**src/rtl/snn_input_packet_encoder.sv**
```systemverilog
//==============================================================================
// Module   : snn_input_packet_encoder
// Brief    : Builds 45-bit filter-row / ifmap-chunk / PE-ack packets for the
//            instruction decoder, with acks taking priority on every load.
// Revision : 1.0 - initial release
//==============================================================================
`default_nettype none

module snn_input_packet_encoder #(
    parameter int WIDTH        = 45,
    parameter int FILTER_WIDTH = 8,
    parameter int IF_CHUNK     = 36
) (
    input  logic                      clk,
    input  logic                      rst,
    input  logic                      cfg_valid,
    output logic                      cfg_ready,
    input  logic [1:0]                cfg_filter_size,
    input  logic [5:0]                cfg_ifmap_size,
    input  logic                      fil_valid,
    output logic                      fil_ready,
    input  logic [5*FILTER_WIDTH-1:0] fil_data,
    input  logic                      if_valid,
    output logic                      if_ready,
    input  logic [IF_CHUNK-1:0]       if_data,
    input  logic                      ack_valid,
    output logic                      ack_ready,
    input  logic [3:0]                ack_pe,
    output logic                      pkt_valid,
    input  logic                      pkt_ready,
    output logic [WIDTH-1:0]          pkt_data,
    output logic                      busy,
    output logic                      done
);

    typedef enum logic [2:0] {
        S_IDLE   = 3'd0,
        S_FILTER = 3'd1,
        S_IF_T0  = 3'd2,
        S_IF_T1  = 3'd3,
        S_FINISH = 3'd4
    } state_t;

    state_t             r_state;
    logic [1:0]         r_fsize;
    logic [1:0]         r_row;
    logic [5:0]         r_nsize;
    logic [6:0]         r_chunks;
    logic [6:0]         r_chunk;
    logic               r_pkt_valid;
    logic [WIDTH-1:0]   r_pkt_data;
    logic               r_busy;
    logic               r_done;

    logic [11:0]        w_npix;
    logic [11:0]        w_chunks_wide;
    logic               w_load;
    logic               w_in_if;
    logic               w_ack_go;
    logic               w_fil_go;
    logic               w_if_go;
    logic [WIDTH-1:0]   w_ack_pkt;
    logic [WIDTH-1:0]   w_fil_pkt;
    logic [WIDTH-1:0]   w_if_pkt;

    // Chunk count is derived straight from the config inputs so it can be latched on accept.
    assign w_npix        = {6'd0, cfg_ifmap_size} * {6'd0, cfg_ifmap_size};
    assign w_chunks_wide = (w_npix + 12'(IF_CHUNK - 1)) / 12'(IF_CHUNK);

    assign w_load   = !r_pkt_valid || pkt_ready;
    assign w_in_if  = (r_state == S_IF_T0) || (r_state == S_IF_T1);

    assign cfg_ready = (r_state == S_IDLE);
    assign ack_ready = w_load && !rst;
    assign fil_ready = (r_state == S_FILTER) && w_load && !ack_valid;
    assign if_ready  = w_in_if && w_load && !ack_valid;

    assign w_ack_go = ack_valid && ack_ready;
    assign w_fil_go = fil_valid && fil_ready;
    assign w_if_go  = if_valid && if_ready;

    assign w_ack_pkt = {{(WIDTH-5){1'b0}}, ack_pe, 1'b0};
    assign w_fil_pkt = {fil_data, r_fsize, 3'b011};
    assign w_if_pkt  = {if_data, r_nsize, (r_state == S_IF_T1), 2'b01};

    assign pkt_valid = r_pkt_valid;
    assign pkt_data  = r_pkt_data;
    assign busy      = r_busy;
    assign done      = r_done;

    always_ff @(posedge clk or posedge rst) begin
        if (rst) begin
            r_state     <= S_IDLE;
            r_fsize     <= 2'd0;
            r_row       <= 2'd0;
            r_nsize     <= 6'd0;
            r_chunks    <= 7'd0;
            r_chunk     <= 7'd0;
            r_pkt_valid <= 1'b0;
            r_pkt_data  <= '0;
            r_busy      <= 1'b0;
            r_done      <= 1'b0;
        end else begin
            r_done <= 1'b0;

            if (w_ack_go) begin
                r_pkt_valid <= 1'b1;
                r_pkt_data  <= w_ack_pkt;
            end else if (w_fil_go) begin
                r_pkt_valid <= 1'b1;
                r_pkt_data  <= w_fil_pkt;
            end else if (w_if_go) begin
                r_pkt_valid <= 1'b1;
                r_pkt_data  <= w_if_pkt;
            end else if (pkt_ready) begin
                r_pkt_valid <= 1'b0;
            end

            case (r_state)
                S_IDLE: begin
                    if (cfg_valid) begin
                        r_fsize  <= cfg_filter_size;
                        r_nsize  <= cfg_ifmap_size;
                        r_chunks <= 7'(w_chunks_wide);
                        r_row    <= 2'd0;
                        r_chunk  <= 7'd0;
                        r_busy   <= 1'b1;
                        if (cfg_filter_size != 2'd0)
                            r_state <= S_FILTER;
                        else if (cfg_ifmap_size != 6'd0)
                            r_state <= S_IF_T0;
                        else
                            r_state <= S_FINISH;
                    end
                end
                S_FILTER: begin
                    if (w_fil_go) begin
                        if (r_row == r_fsize - 2'd1) begin
                            r_row   <= 2'd0;
                            r_state <= (r_nsize != 6'd0) ? S_IF_T0 : S_FINISH;
                        end else begin
                            r_row <= r_row + 2'd1;
                        end
                    end
                end
                S_IF_T0, S_IF_T1: begin
                    if (w_if_go) begin
                        if (r_chunk == r_chunks - 7'd1) begin
                            r_chunk <= 7'd0;
                            r_state <= (r_state == S_IF_T0) ? S_IF_T1 : S_FINISH;
                        end else begin
                            r_chunk <= r_chunk + 7'd1;
                        end
                    end
                end
                S_FINISH: begin
                    // Leave only once the last stream packet has been taken and no ack refills the register.
                    if (w_load && !w_ack_go) begin
                        r_done  <= 1'b1;
                        r_busy  <= 1'b0;
                        r_state <= S_IDLE;
                    end
                end
                default: r_state <= S_IDLE;
            endcase
        end
    end

endmodule

`default_nettype wire

```
**config.mk**
```make
export PLATFORM = sky130hd
export DESIGN_NAME = snn_input_packet_encoder
export DESIGN_NICKNAME = d
export VERILOG_FILES = /design/src/rtl/snn_input_packet_encoder.sv
export SDC_FILE = /design/constraint.sdc
export NUM_CORES = 1
export LEC_CHECK = 0
export CORE_MARGIN = 4
export CORE_UTILIZATION = 34
export DETAILED_ROUTE_END_ITERATION = 8
export PLACE_DENSITY = 0.61
export REMOVE_ABC_BUFFERS = 1
export SYNTH_ARGS = -nofsm -noshare
export SYNTH_HDL_FRONTEND = slang
export SYNTH_SLANG_ARGS = --single-unit
```
**constraint.sdc**
```tcl
create_clock -name clk -period 3.1 [get_ports clk]
set_input_delay 0.62 -clock clk [delete_from_list [all_inputs] [get_ports clk]]
set_output_delay 0.62 -clock clk [all_outputs]
set_load 0.02 [all_outputs]
```
Word level (Yosys, flattened, before mapping)
Cells that the tools add are included.
{"block": "totals", "ff_bits": 75, "input_bits": 95, "out_inout_bits": 52, "elab_cells": 90}
{"block": "op_classes", "addsub": 5, "mul": 1, "div_mod_pow": 1, "n_eq_ne": 12, "n_mux": 31, "reduce_logical": 30}
{"op": "2-to-1 mux 45 bit", "count": 3}
{"op": "2-to-1 mux 3 bit", "count": 10}
{"op": "2-to-1 mux 7 bit", "count": 3}
{"op": "case mux 7 bit (2 select lines)", "count": 1}
{"op": "adder 12 x 6 -> 12 bit, second input constant", "count": 1}
{"op": "divider 12 x 6 -> 12 bit, second input constant", "count": 1}
{"op": "multiplier 6 x 6 -> 12 bit", "count": 1}
{"op": "case mux 3 bit (4 select lines)", "count": 1}
{"op": "nonzero test 6 bit", "count": 2}
{"op": "!= test 2 bit, second input constant", "count": 5}
{"op": "logical AND 1 bit", "count": 9}
{"op": "AND reduction 3 bit", "count": 3}
{"op": "2-to-1 mux 1 bit", "count": 8}
{"op": "nonzero test 2 bit", "count": 4}
{"op": "adder 7 x 1 -> 7 bit, second input constant", "count": 1}
{"op": "equality test 7 bit", "count": 1}
{"op": "subtractor 7 x 1 -> 7 bit, second input constant", "count": 1}
{"op": "equality test 3 x 2 -> 1 bit, second input constant", "count": 2}
{"op": "2-to-1 mux 2 bit", "count": 3}
{"op": "AND reduction 6 bit", "count": 1}
{"op": "zero test 1 bit", "count": 4}
{"op": "case mux 2 bit (2 select lines)", "count": 1}
{"op": "nonzero test 4 bit", "count": 1}
{"op": "equality test 3 x 1 -> 1 bit, second input constant", "count": 1}
{"op": "11 further kinds", "count": 12}

Logic depth before layout (Yosys ltp)
Gate-level depths: netlist of run 1.
{"block": "depth", "depth_word": 8, "depth_mapped": 23, "depth_no_buf": 21}

Worst setup path after synthesis of run 1
Ideal clock, no wire load.
{"block": "synth_timing", "path_type": "input to register", "start": "input cfg_ifmap_size[4]", "end": "register r_chunks[0]", "setup_time_ns": 0.133, "arrival_ns": 5.640, "t_required_ns": 2.967, "path_slack_ns": -2.673, "cell_stages": 22, "path_buffers": 1, "cell_sequence": "clkbuf_1 -> and2_1 -> inv_1 -> fa_1 -> xor2_1 -> xnor2_1 -> fa_1 -> inv_1 -> ha_1 -> ha_1 -> nand4b_1 -> and3b_1 -> or2_1 -> and3_4 -> or2_1 -> a221o_2 -> mux2_1 -> o32a_1 -> nand3_1 -> mux2_2 -> a211oi_2 -> o32ai_2"}
{"block": "synth_via", "elab_chain_len": 3}
{"item": "start: declaration", "line": "19", "rtl": "input logic [5:0] cfg_ifmap_size,"}
{"item": "multiplier 6 x 6 -> 12 bit", "line": "67", "rtl": "assign w_npix = {6'd0, cfg_ifmap_size} * {6'd0, cfg_ifmap_size};"}
{"item": "adder 12 x 6 -> 12 bit", "line": "68", "rtl": "assign w_chunks_wide = (w_npix + 12'(IF_CHUNK - 1)) / 12'(IF_CHUNK);"}
{"item": "divider 12 x 6 -> 12 bit", "line": "68"}
{"item": "end signal: assignment", "line": "124", "rtl": "r_chunks <= 7'(w_chunks_wide);"}
{"item": "end: declaration", "line": "48", "rtl": "logic [6:0] r_chunks;"}
No other way between the ends.
A chain may end at the register's enable or synchronous reset.

Worst setup path after layout of run 1
{"block": "layout_timing", "start": "input cfg_ifmap_size[2]", "end": "register r_chunks[0]"}
Same word-level chain as after synthesis.

==> summary.txt, run 1 <==
status: finished, violations left
failing checks: negative setup slack
Worst Skew: 0.0122 ns
CTS Buf Count: 9
Slew @ Worst Pin: 0.779 ns
number of buffers added on ports: 146
gr ovfl total: 0
Final Power: 7.28 mW
Pins Over Slew Limit: 0
Critical Path End Type: flop
Synth Instances: 640
Primary FF master, synth: dfrtp_1
P_leak: 3.58 nW
first-pass GRT wire length: 28.3 mm
Layout Utilization: 54.5%
CP Max Fanout: 5
Die X: 133 µm
first-pass iteration count of the detailed router: 5
clk_lat worst skew: 0.34 ns
Tot GR Track Use: 19.4%
Remaining DRCs: 0
CP delay by family, top: compound AO/OA/AOI/OAI gates
Hold Path Class: flop to flop
filler instances: 1,336
# setup viols final: 7
Die Ht: 133 µm
Initial Util: 34.7%
yosys warns: 0
H-tree level count: 3
Max clock buf depth: 2
proportion of layout cells with a drive suffix above 1: 23.7%
final HPWL from detailed placement: 13.2 mm
Max Cap Viol: 0
std cell rows: 45
Post-Syn Area: 5280 µm²
Wirelength per Cell: 17.0 µm
crit path max-delay cell type: fa_1
FF+latch count, synth: 75
CP Buf/Inv Count: 4
critical-path cell list: buf_6, and2_4, inv_2, fa_1, xor2_1, xnor2_1, fa_1, inv_2, ha_4, ha_4, or3_4, o221a_1, or3_4, o311ai_4, nor4_4, a221o_2, buf_6, o211ai_1, o22ai_2, a22o_2, a21oi_4, and4_1, o32ai_2
initial antenna violation count: 0
P per Cell Area: 878 nW/µm²
RSZ-0062 raised after global routing: true
Placeable Area: 15,200 µm²
CTS tree: built
CP startpoint kind: input pin
Slew headroom: 48.0%
Netlist cell types: 81
Via density: 5.32
nets: 977
IO Count: 147
Peak VDD IR: 0.370 mV
reg-to-reg startpoint: r_chunks[0]
Post-synth EDFFs: 0
sequential share of the synthesized area: 35.6%
post-route minimum period: 5.32 ns
hold_sp: r_nsize[5]
die area: 17,600 µm²
largest net degree at the start of global routing: 83
CP max stage delay: 0.51 ns
number of global-route vias before repair: 5,423
Worst Setup SP: cfg_ifmap_size[2]
RePlAce Congestion: 0.850
Worst Path Required: 3.31 ns
via count: 5,588
cts hold-fix bufs: 0
Antenna diodes: 0
fin crit share: 172%
Register Area: 1880 µm²
P&R area growth vs syn: 57.0%
FFs w/ async S/R, synth: 100%
post-route ant nets: 0
Fin. Hold Viols: 0
Synth Area per Inst: 8.25 µm²
clock-pin slew on the worst setup and hold paths: 0.06 ns
area of the multi-input gates: 3540 µm²
Starting DRT DRC Count: 355
critical path type: input pin to flop
Max Freq: 0.188 GHz
Detailed Route WL: 17.9 mm
CTS Sinks: 75
Root Driver: clkbuf_16
Crit path arrival time: 5.53 ns
final worst slack: -2.22 ns
==> cell usage in the layout, fill, tap and decap left out, types with 4 or more instances in the layout <==
cell               n
o31ai_1            4
clkdlybuf4s50_1  140
xnor2_1           14
buf_6             12
nor4_1             5
a31oi_1           43
nor2_1            69
ha_1              13
a21oi_2            6
fa_1               4
nor3_1            10
dfrtp_1           75
inv_1             14
and2_4             4
and2_1            11
or2_1              4
nor2b_1            8
a21oi_1           11
nand3_2            4
nand2_1           95
buf_4             84
o21ai_2            4
clkbuf_16          9
inv_2              7
nand3_1           53
nand2b_1           7
nor2_2             6
o21ai_0           22
xor2_1             7
ha_4               6
==> synthesized netlist by cell type (4+ instances only) <==
master / n / area, µm²
clkbuf_1: 28 / 105
nor3_1: 11 / 55.1
a2bb2oi_1: 4 / 35.0
xor2_1: 8 / 70.1
o31ai_1: 5 / 37.5
nand3_1: 57 / 285
and2_1: 15 / 93.8
fa_1: 6 / 120
nor4_1: 5 / 31.3
dfrtp_1: 75 / 1880
xnor2_1: 15 / 131
a21oi_2: 4 / 35.0
nand2_1: 97 / 364
or2_1: 5 / 31.3
nor2b_1: 8 / 50.1
a21oi_1: 16 / 80.1
o21ai_0: 26 / 130
nor2_1: 75 / 282
a22oi_1: 4 / 30.0
inv_1: 21 / 78.8
a31oi_1: 43 / 269
ha_1: 19 / 238
nand2b_1: 8 / 50.1
==> logic make-up (layout without fill, tap and decap cells) <==
family	count (synthesis)	count (layout)	synth area share [%]
AO/OA/AOI/OAI	155	155	21.6
XOR/XNOR	23	23	3.82
adder cells (fa/ha/maj)	25	25	6.78
buffers and inverters	56	278	4.27
flip-flops	75	75	35.6
multiplexers	6	6	1.30
AND/OR/NAND/NOR	300	300	26.7
==> worst register-to-register path: stages, from the launching register on <==
cell      delay, ns
dfrtp_1        0.44
inv_1          0.08
ha_1           0.15
nor2b_1        0.26
nand3b_1       0.14
xnor2_1        0.14
nor4_1         0.18
a41o_1         0.37
nor3b_1        0.31
mux2_2         0.38
==> path summary, 6_finish.rpt <==
| kind | endpoint | depth (start not counted) | slack, ns |
|---|---|---|---|
| max | r_chunks[0] | 23 | -2.22 |
| min | r_nsize[5] | 2 | 0.51 |
| max reg2reg | r_state[0] | 9 | 0.55 |
| min reg2reg | r_nsize[5] | 2 | 0.51 |
| max in group asynchronous | pkt_data[26] | 3 | 1.76 |
| min in group asynchronous | pkt_valid | 2 | 0.66 |
==> report_power, final <==
group	switching (mW)	internal, mW	total (mW)
Sequential	0.294	1.33	1.63
Combinational	2.28	2.23	4.50
Clock	0.427	0.718	1.15
==> stage by stage <==
| step | setup WS [ns] | setup TNS (ns) | instances | cell area (µm²) | hold WS (ns) |
|---|---|---|---|---|---|
| floorplan | -2.43 | -25.16 | 605 | 5130 | 0.465 |
| global placement | -3.00 | -16.30 | 1022 | 7480 | 0.481 |
| detailed placement | -3.14 | -16.90 | 1022 | 7480 | 0.493 |
| CTS | -2.19 | -10.45 | 1048 | 8100 | 0.510 |
| global route | -2.42 | -11.76 | 1050 | 8290 | 0.526 |
| finish | -2.22 | -10.49 | 1050 | 8290 | 0.507 |
==> timing repair <==
action,in CTS,in global routing
pin swaps,36,18
resized for setup,71,36
buffers inserted,10,2
endpoints found under the setup margin,7,7
==> state kept, by name, indices dropped and copies added (netlist names) <==
register,count
r_nsize,6
busy,1
r_state,3
pkt_valid,1
r_chunks,7
r_fsize,2
pkt_data,45
r_chunk,7
r_row,2
done,1
==> layer usage <==
| layer | track usage [%] | share of wire (%) |
|---|---|---|
| met2 | 32.6 | 48 |
| met5 | 0 | 0 |
| met1 | 25.9 | 45 |
| met4 | 4.91 | 1.3 |
| met3 | 3.61 | 5.8 |
==> final cells by class <==
cell class | instances | area share (%)
tap | 188 | 2.84
sequential | 75 | 22.6
multi-input combinational | 509 | 42.7
clock inverter | 7 | 1.28
timing repair buffer | 241 | 26.9
clock buffer | 9 | 2.72
inverter | 21 | 0.951
(Power assumes the default switching activity.)
==> inputs of run 2 (changes only) <==
--- a/config.mk
+++ b/config.mk
@@ -5,6 +5,7 @@
 export SDC_FILE = /design/constraint.sdc
 export NUM_CORES = 1
 export LEC_CHECK = 0
+export CORE_ASPECT_RATIO = 1.25
 export CORE_MARGIN = 4
 export CORE_UTILIZATION = 34
 export DETAILED_ROUTE_END_ITERATION = 8
@@ -13,3 +14,4 @@
 export SYNTH_ARGS = -nofsm -noshare
 export SYNTH_HDL_FRONTEND = slang
 export SYNTH_SLANG_ARGS = --single-unit
+export TNS_END_PERCENT = 30
==> run 2 against run 1 <==
  * The run still ends with negative setup slack left
  * Critical path depth is the same
  * Register-to-register slack is essentially flat
  * Via count is essentially flat
  * Flip-flop and latch count is the same
  * Combinational power shrank 7.8%
  * Largest power group unchanged
==> summary.txt, run 2 (synthesis results as in run 1) <==
RSZ-0062 raised after global routing: true
critical-path cell list: buf_6, and2_4, inv_2, fa_1, xor2_1, xnor2_1, fa_1, inv_2, ha_4, ha_4, nand4b_1, and3b_1, or2_4, and3_4, buf_6, or4_4, nand4_1, o211ai_1, o22ai_2, a22o_2, a21oi_2, o2111a_1, o32ai_2
Antenna diodes: 0
Starting DRT DRC Count: 413
endpoint of the worst-slack reg-to-reg timing path: r_state[0]
P per Cell Area: 849 nW/µm²
worst r2r path cells: 9
post-route minimum period: 5.37 ns
Final Power: 6.90 mW
Placeable Area: 15,100 µm²
final HPWL from detailed placement: 13.3 mm
Max clock buf depth: 2
cts hold-fix bufs: 0
dpl ws: -3.25 ns
Peak VDD IR: 0.392 mV
status: finished, violations left
Slew @ Worst Pin: 0.839 ns
Max Cap Viol: 0
Worst Skew: 0.00850 ns
flop2flop setup slack: 0.54 ns
Root Driver: clkbuf_16
fin crit share: 173%
P&R area growth vs syn: 53.9%
final worst slack: -2.27 ns
Slew headroom: 44.0%
largest net degree at the start of global routing: 83
commonest cells after routing, fill and taps aside: clkdlybuf4s50_1 (140), nand2_1 (94), buf_4 (81), dfrtp_1 (75), nor2_1 (72)
failing checks: negative setup slack
RePlAce Congestion: 0.976
std cell rows: 50
Max Freq: 0.186 GHz
clock-pin slew on the worst setup and hold paths: 0.06 ns
most common cell after layout, fill and taps aside: clkdlybuf4s50_1
CP max stage delay: 0.52 ns
Die X: 119 µm
hold_sp: pkt_data[1]
reg-to-reg startpoint: r_chunks[0]
CP startpoint kind: input pin
via count: 5,585
Fin. Hold Viols: 0
Hold Crit Endpoint: pkt_data[1]
post-route ant nets: 0
Die Ht: 147 µm
clk_lat worst skew: 0.33 ns
filler instances: 1,403
max reg flops: 45
IO Count: 147
CTS Sinks: 75
Hold Path Class: flop to flop
CTS Buf Count: 9
die area: 17,600 µm²
Worst Path Required: 3.34 ns
Crit path arrival time: 5.61 ns
Remaining DRCs: 0
number of global-route vias before repair: 5,518
H-tree level count: 3
initial antenna violation count: 0
first-pass iteration count of the detailed router: 5
crit path max-delay cell type: fa_1
Critical Path End Type: flop
number of buffers added on ports: 146
critical path type: input pin to flop
Initial Util: 35.0%
Pins Over Slew Limit: 0
Via density: 5.26
# setup viols final: 7
Tot GR Track Use: 19.5%
nets: 969
Wirelength per Cell: 16.3 µm
worst hold path depth: 2
CP Max Fanout: 5
CTS tree: built
Detailed Route WL: 17.4 mm
gr ovfl total: 0
P_leak: 3.51 nW
first-pass GRT wire length: 28.4 mm
proportion of layout cells with a drive suffix above 1: 21.5%
run 2: report_power, final:
group | leakage (nW) | internal (mW) | switching, mW
sequential | 0.954 | 1.33 | 0.299
clock | 0.153 | 0.706 | 0.405
combinational | 2.40 | 2.05 | 2.11
total | 3.51 | 4.08 | 2.81
run 2: final cells by class:
class | instances | area, µm² | area share, %
Multi-Input combinational cell | 509 | 3430 | 42.2
Timing Repair Buffer | 233 | 2160 | 26.6
Sequential cell | 75 | 1880 | 23.1
Tap cell | 208 | 260 | 3.20
Clock buffer | 10 | 229 | 2.82
Clock inverter | 6 | 90.1 | 1.11
Inverter | 21 | 78.8 | 0.970
run 2: how the worst max path moves through the flow:
stage	from	end	slack, ns	cells past startpoint
after floorplan	cfg_ifmap_size[1]	r_chunks[0]	-2.43	21
after global placement	cfg_ifmap_size[1]	r_chunks[0]	-3.03	23
after detailed placement	cfg_ifmap_size[5]	r_chunks[0]	-3.25	23
after CTS	cfg_ifmap_size[4]	r_chunks[0]	-2.26	22
after global routing	cfg_ifmap_size[4]	r_chunks[0]	-2.51	23
final	cfg_ifmap_size[2]	r_chunks[0]	-2.27	23
run 2: routing by layer:
| metal | routed length [µm] | track usage [%] | up-vias |
|---|---|---|---|
| li1 | - | - | 2715 |
| met1 | 7490 | 24.9 | 2633 |
| met2 | 8160 | 32.4 | 202 |
| met3 | 1330 | 5.28 | 35 |
| met4 | 378 | 5.90 | 0 |
| met5 | 0 | 0 | - |
run 2: worst max-delay path, delay by kind of cell:
kind | cells | cell delay, ns
xor+xnor | 2 | 0.33
simple gates | 7 | 1.77
compound gates | 6 | 1.14
buf+inv | 4 | 0.31
fa+ha+maj | 4 | 1.43
run 2: timing repair:
item / CTS / global route
gates resized for setup: 64 / 17
setup buffers: 2 / 3
setup endpoints to repair: 7 / 7
pin swaps: 20 / 17
run 2: stage by stage:
step | util, % | std cells | setup TNS, ns | instance area (µm²) | hold WS (ns)
floorplan | - | 605 | -25.16 | 5130 | 0.465
global route | 53.9 | 1062 | -11.60 | 8120 | 0.534
global placement | 49.8 | 1041 | -16.26 | 7510 | 0.477
CTS | 53.2 | 1059 | -10.17 | 8020 | 0.509
detailed placement | 49.8 | 1041 | -17.17 | 7510 | 0.497
finish | 53.9 | 1062 | -10.40 | 8120 | 0.511
